--- src/rtl/wb_regfile.sv ---
// ============================================================================
//  Module   : wb_regfile
//  Summary  : Writeback stage (load formatting, result select) and
//             architectural register file with write-first bypass.
//  Revision : 1.0  initial release
// ============================================================================
`default_nettype none

module wb_regfile #(
  parameter int D_WIDTH = 32,
  parameter int RF_SIZE = 5
) (
  input  logic               clk,
  input  logic               rst_n,
  input  logic [D_WIDTH-1:0] alu_out_wb,
  input  logic [D_WIDTH-1:0] mem_data_wb,
  input  logic [RF_SIZE-1:0] rd_wb,
  input  logic               reg_write_wb,
  input  logic               mem_to_reg_wb,
  input  logic [1:0]         load_size_wb,
  input  logic               load_unsigned_wb,
  input  logic [RF_SIZE-1:0] rs1_addr,
  input  logic [RF_SIZE-1:0] rs2_addr,
  output logic [D_WIDTH-1:0] rs1_data,
  output logic [D_WIDTH-1:0] rs2_data,
  output logic [D_WIDTH-1:0] wb_data,
  output logic [31:0]        wr_count
);

  localparam int          NREGS   = 1 << RF_SIZE;
  localparam logic [1:0]  SZ_BYTE = 2'b00;
  localparam logic [1:0]  SZ_HALF = 2'b01;

  logic [1:0]         w_off;
  logic [7:0]         w_byte;
  logic [15:0]        w_half;
  logic [D_WIDTH-1:0] w_load;
  logic               w_commit;

  logic [D_WIDTH-1:0] regs_q [1:NREGS-1];
  logic [D_WIDTH-1:0] regs_d [1:NREGS-1];
  logic [31:0]        wr_count_q;
  logic [31:0]        wr_count_d;

  assign w_off  = alu_out_wb[1:0];
  assign w_byte = mem_data_wb[8*w_off +: 8];
  assign w_half = mem_data_wb[16*w_off[1] +: 16];

  always_comb begin
    w_load = mem_data_wb;
    case (load_size_wb)
      SZ_BYTE: w_load = {{(D_WIDTH-8){w_byte[7] & ~load_unsigned_wb}}, w_byte};
      SZ_HALF: w_load = {{(D_WIDTH-16){w_half[15] & ~load_unsigned_wb}}, w_half};
      default: w_load = mem_data_wb;
    endcase
  end

  assign wb_data  = mem_to_reg_wb ? w_load : alu_out_wb;
  // Writes to x0 are dropped entirely, including from the counter and bypass.
  assign w_commit = reg_write_wb && (rd_wb != '0);

  generate
    for (genvar i = 1; i < NREGS; i++) begin : g_reg
      always_comb begin
        regs_d[i] = regs_q[i];
        if (w_commit && (rd_wb == RF_SIZE'(i))) regs_d[i] = wb_data;
      end

      always_ff @(posedge clk or negedge rst_n) begin
        if (!rst_n) regs_q[i] <= '0;
        else        regs_q[i] <= regs_d[i];
      end
    end
  endgenerate

  always_comb begin
    wr_count_d = wr_count_q;
    if (w_commit) wr_count_d = wr_count_q + 32'd1;
  end

  always_ff @(posedge clk or negedge rst_n) begin
    if (!rst_n) wr_count_q <= '0;
    else        wr_count_q <= wr_count_d;
  end

  assign wr_count = wr_count_q;

  // Write-first: a commit in flight is visible to decode in the same cycle.
  always_comb begin
    rs1_data = '0;
    if (rs1_addr != '0) begin
      if (w_commit && (rs1_addr == rd_wb)) rs1_data = wb_data;
      else                                 rs1_data = regs_q[rs1_addr];
    end
  end

  always_comb begin
    rs2_data = '0;
    if (rs2_addr != '0) begin
      if (w_commit && (rs2_addr == rd_wb)) rs2_data = wb_data;
      else                                 rs2_data = regs_q[rs2_addr];
    end
  end

endmodule

`default_nettype wire

--- config.mk ---
export PLATFORM = sky130hd
export DESIGN_NAME = wb_regfile
export DESIGN_NICKNAME = d
export VERILOG_FILES = /design/src/rtl/wb_regfile.sv
export SDC_FILE = /design/constraint.sdc
export NUM_CORES = 2
export LEC_CHECK = 0
export CAP_MARGIN = 25
export CORE_MARGIN = 2
export CORE_UTILIZATION = 55
export DETAILED_ROUTE_END_ITERATION = 10
export GPL_TIMING_DRIVEN = 1
export PLACE_DENSITY = 0.73
export REMOVE_ABC_BUFFERS = 1
export SLEW_MARGIN = 5
export SYNTH_ARGS = -nofsm -noshare
export SYNTH_HDL_FRONTEND = slang
export SYNTH_SLANG_ARGS = --single-unit
--- constraint.sdc ---
create_clock -name clk -period 2.76 [get_ports clk]
set_input_delay 0.276 -clock clk [delete_from_list [all_inputs] [get_ports clk]]
set_output_delay 0.276 -clock clk [all_outputs]
set_load 0.005 [all_outputs]
; ---- Yosys cells after proc, flatten, opt, wreduce, memory -nomap -nowiden
; Index checks and enable logic that the tools add are counted.
[classes]
n_addsub = 1
multipliers = 0
div_mod_pow = 0
n_lt_le_gt_ge = 2
n_eq_ne = 34
n_shift = 2
mux = 12
n_bitwise = 5
n_reduce_logical = 38
[ops]
columns = operator, count
row1 = $bmux 32 s5, 2
row2 = $mux 32, 9
row3 = $eq 5x5->1 const B, 16
row4 = $pmux 32 s2, 1
row5 = $eq 5x4->1 const B, 8
row6 = $logic_and 1x1->1, 34
row7 = $add 32x1->32 const B, 1
row8 = $shiftx 32x6->16, 1
row9 = $shiftx 32x6->8, 1
row10 = $eq 5x3->1 const B, 4
row11 = $reduce_bool 5->1, 3
row12 = $ge 6x6->1 const B, 2
row13 = $not 5->6, 2
row14 = $eq 5x2->1 const B, 2
row15 = $eq 5x5->1, 2
row16 = $eq 5x1->1 const B, 1
row17 = $and 1x1->1, 2
row18 = $eq 2x1->1 const B, 1
row19 = $logic_not 2->1, 1
row20 = $not 1->1, 1
[totals]
ff_bits = 1024
latch_bits = 0
ramBits = 0
mem_bits_ro = 0
output_inout_bits = 128
word_cells = 126
mem_count = 0

; ---- Depth between registers and ports, before layout
[logic_depth]
word_depth = 6
depth_mapped = 10
depth_no_buf = 6

; ---- Worst setup path before layout
; Ideal clock, no wire load.
[synth_path]
path_kind = input to output
from = in rs1_addr[0]
to = out rs1_data[4]
t_arrival_ps = 1967
required_ps = 2484
path_slack_ps = 517
path_stages = 9
n_path_buf = 4
cell_sequence = buf_4 -> buf_6 -> buf_4 -> buf_2 -> mux2_2 -> a221oi_1 -> o211ai_1 -> o211ai_1 -> o21ai_0
[synth_between]
elab_chain_len = 6
word_cells_on_any_way = 9
classes_between = 1 x eq/ne / 5 x mux / 1 x bitwise / 2 x reduce/logical
[synth_lines]
columns = item, line
row1 = from (decl), 22  ; input logic [RF_SIZE-1:0] rs1_addr,
row2 = $not 5->6 (implied by the code), 93  ; else rs1_data = regs_q[rs1_addr];
row3 = $bmux 32 s5, 93
row4 = $mux 32 (implied by the code) (2 in a row), 93
row5 = $mux 32, 92  ; if (w_commit && (rs1_addr == rd_wb)) rs1_data = wb_data;
row6 = $mux 32 (*), 91  ; if (rs1_addr != '0) begin
row7 = to (decl), 24  ; output logic [D_WIDTH-1:0] rs1_data,
; Mark *: on every way between the ends. The rest lies on a longest branch, timed or not. The select of a mux whose other input is x is not followed.

; ---- Worst setup path after layout
[layout_path]
from = reg regs_q[50] (netlist name)
to = out rs2_data[18]
[layout_between]
elab_chain_len = 5
[layout_lines]
columns = item, line
row1 = from (decl), 40  ; logic [D_WIDTH-1:0] regs_q [1:NREGS-1];
row2 = "from (signal, indexed assignment)", 71  ; else regs_q[i] <= regs_d[i];
row3 = $bmux 32 s5, 101  ; else rs2_data = regs_q[rs2_addr];
row4 = $mux 32 (implied by the code) (2 in a row), 101
row5 = $mux 32, 100  ; if (w_commit && (rs2_addr == rd_wb)) rs2_data = wb_data;
row6 = $mux 32, 99  ; if (rs2_addr != '0) begin
row7 = to (decl), 25  ; output logic [D_WIDTH-1:0] rs2_data,
; Every way passes these cells. The select of a mux whose other input is x is not followed.

==> flow_metrics.py <==
metrics = {
    "timing": {
        "setup_ws_ps": -163.6,
        "max_freq_ghz": 0.3420,
        "rsz0062_at_grt": "true",
        "worstMarginPinSlew_ps": 935.8,
        "period_share_pct": 105.9,
        "finalSetupViolations": 21,
        "timing_hold_violations_final": 0,
        "slew_headroom_pct": 37.04,
        "worst_clock_skew_ps": 2.805,
        "maxSlewViolCount": 0,
        "fin_setup_tns_ps": -1232,
        "min_period_ps": 2924,
    },
    "setup_path": {
        "crit_buf_inv": 2,
        "cp.depth": 6,
        "r2r_cells": 5,
        "cpMostUsedCell": "mux4_2",
        "worst-path-max-fanout": 2,
        "critPathCapture": "rs2_data[18]",
        "end_kind": "output port",
        "path_cells": "buf_6, mux4_2, mux4_2, a211oi_4, a21oi_1, buf_2",
        "worstSetupStartpointType": "flop",
        "crit_required_ps": 2480,
        "critical_path_class": "flop to output port",
        "r2r_start": "wr_count[10]",
        "cp-startpoint": "regs_q[50]",
        "worstPathArrival_ps": 2650,
        "critPathMaxStageDelay_ps": 520,
        "rrSetupSlack_ps": 620,
        "path_delay_family": "multiplexers",
        "slowest_stage": "mux4_2",
        "rr_endpoint": "wr_count[24]",
    },
    "die": {
        "die_area_um2": 101100,
        "die_y_um": 317.9,
        "io_pins": 214,
        "rows": 115,
        "die_x_um": 317.9,
        "coreArea_um2": 97990,
        "initial_core_util_pct": 55.32,
    },
    "global_routing": {
        "track_usage_pct": 39.48,
        "grt_overflow": 0,
        "antenna_found_initial": 6,
        "grt_max_degree": 89,
        "grt_pass1_vias": 47770,
        "grt_pass1_wl_mm": 298.7,
    },
    "clock_network": {
        "htreeDepth": 3,
        "cts_buffers": 109,
        "cts_sinks": 1024,
        "clk_path_buf_depth": 3,
        "clk_pin_slew_worst_paths_ps": 60,
        "cts_root_buf": "clkbuf_16",
        "insertion_delay_ps": 710,
        "cts_tree": "built",
    },
    "route": {
        "dr.first_iter.drc_count": 6518,
        "dr_total_vias": 47660,
        "dr.pass1.iters": 10,
        "route.detailed.drc": 0,
        "wl_mm": 200.4,
        "drtAntennaViolNets": 0,
        "vias_per_cell": 6.847,
        "avgRoutedWirePerCell_um": 28.79,
    },
    "cells_and_area": {
        "seq_area_um2": 25620,
        "area_delta_synth_final_pct": 25.40,
        "final_nets": 5665,
        "drive_gt1_share_pct": 30.57,
        "multiInputGateArea_um2": 27290,
        "final_util_pct": 69.38,
        "nFillCells": 6728,
    },
    "worst_hold_path": {
        "whs_path_depth": 4,
        "hold_class": "input port to flop",
    },
    "synthesis": {
        "syn_area_per_cell_um2": 10.73,
        "yosysWarningCount": 0,
        "syn_area_um2": 54210,
        "synth_top_area_cell": "dfrtp_1",
        "yosysTopAreaCellShare_pct": 47.27,
        "synthCells": 5052,
        "yosys-top-cells-area": "dfrtp_1, mux4_2, o21ai_0",
        "synthArstFlopShare_pct": 100.0,
        "synth_cell_type_count": 73,
        "ys_seq_area_share_pct": 47.27,
        "synth_edf_count": 0,
        "synth_flop_cell": "dfrtp_1",
        "ys_seq_elements": 1024,
    },
    "placed_design": {
        "numPortBuffers": 213,
        "dp_hpwl_mm": 125.3,
        "gp_congestion": 0.9619,
    },
    "pwr": {
        "p_leak_nw": 30.25,
        "ir_worst_vdd_mv": 0.5702,
        "powerDensity_nw_per_um2": 697.8,
    },
    "run_status": {
        "violations": "negative setup slack",
        "status": "complete, but fails checks",
    },
    "run": {
        "max_cap_violations": 0,
    },
}
==> cells in the final DEF, fill, tap and decap left out, drive strengths merged, types with 23 or more instances in the layout <==
cell and instances:
bufinv 23, dfrtp 1024, xnor2 27, nand3 53, mux2 98, clkinv 25, a22oi 59, a211oi 26
o211ai 27, mux4 437, a221oi 90, a21oi 33, buf 760, o22ai 25, nor2b 37, clkbuf 163
inv 42, nand2 1078, o21ai 1087, mux2i 84, clkdlybuf4s50 102, nor2 88
==> state kept, by name, indices dropped and copies added, names as in the netlist <==
| register | cells |
|---|---|
| regs_q | 992 |
| wr_count | 32 |
==> synth_stat cells, types with 10 or more instances <==
cell type and number:
a2111oi_0 18, a211oi_1 22, a21oi_1 33, a221oi_1 90, a22o_1 16, a22oi_1 59
buf_2 94, buf_4 35, buf_6 19, clkbuf_1 337, clkbuf_2 22, dfrtp_1 1024
inv_1 40, mux2_2 98, mux2i_1 84, mux4_2 437, nand2_1 1078, nand2b_1 15
nand3_1 53, nand4_1 10, nor2_1 87, nor2b_1 27, nor2b_2 10, nor3_1 18
nor4_1 11, o211ai_1 27, o21ai_0 1062, o21ai_1 24, o22ai_1 25, or3b_1 11
xnor2_1 27, xor2_1 14
==> routing by layer <==
metal | track usage [%] | routed length (um)
met2 | 58.36 | 88280
met3 | 12.66 | 26920
met5 | 0.09456 | 93
met1 | 50.43 | 70430
met4 | 25.62 | 14690
==> tightest hold or removal path, stage by stage <==
cell	delay (ps)
dlymetal6s2s_1	190
o21ai_4	110
buf_4	120
xnor2_1	50
==> cell families after synthesis <==
family | synth area share (%)
compound gates | 15.09
flops | 47.27
xor+xnor | 0.6624
simple gates | 10.50
fa+ha+maj | 0.02308
mux | 21.74
buf+inv | 4.716
==> power by group <==
group | internal (mW) | switching [mW] | total (mW)
sequential | 17.8 | 2.29 | 20.1
clock | 9.97 | 6.53 | 16.5
combinational | 5.62 | 5.18 | 10.8
total | 33.4 | 14.0 | 47.4
==> metrics by stage <==
| step | hold WS, ps | setup slack, ps | area, um2 | cells | power, mW |
|---|---|---|---|---|---|
| floorplan | -19.59 | -211.0 | 51810 | 4536 | 25.22 |
| global placement | 312.1 | -1044 | 61710 | 6611 | 29.35 |
| detailed placement | 313.1 | -737.3 | 61730 | 6612 | 29.95 |
| CTS | 186.5 | -174.0 | 67400 | 6930 | 46.87 |
| global route | 103.9 | -231.5 | 67980 | 6961 | 49.25 |
| finish | 66.20 | -163.6 | 67980 | 6961 | 47.43 |
==> final cells by class <==
type                    instances  share of cell area (%)
multi-input cells            3469                   40.15
repair buffers                931                   13.60
clock inverters                59                   1.425
clock buffers                 147                   4.504
flip-flops and latches       1024                   37.69
diodes                          1                0.003681
inverters                      43                  0.2540
well taps                    1287                   2.369
==> timing repair <==
action,CTS,global route
setup buffers,107,37
setup endpoints to repair,96,91
endpoints found under the hold margin,32,0
hold buffers,1,0
gates cloned,7,1
resized for setup,417,133
pin swaps,71,67
==> worst min path at each step <==
stage | startpoint | endpoint | slack (ps)
2_1_floorplan | rst_n | regs_q[0] | -20
6_report | reg_write_wb | wr_count[0] | 70
5_1_grt | reg_write_wb | wr_count[0] | 100
4_1_cts | rst_n | regs_q[171] | 190
3_5_place_dp | rst_n | regs_q[588] | 310
3_3_place_gp | rst_n | regs_q[588] | 310
(Power assumes the default switching activity.)
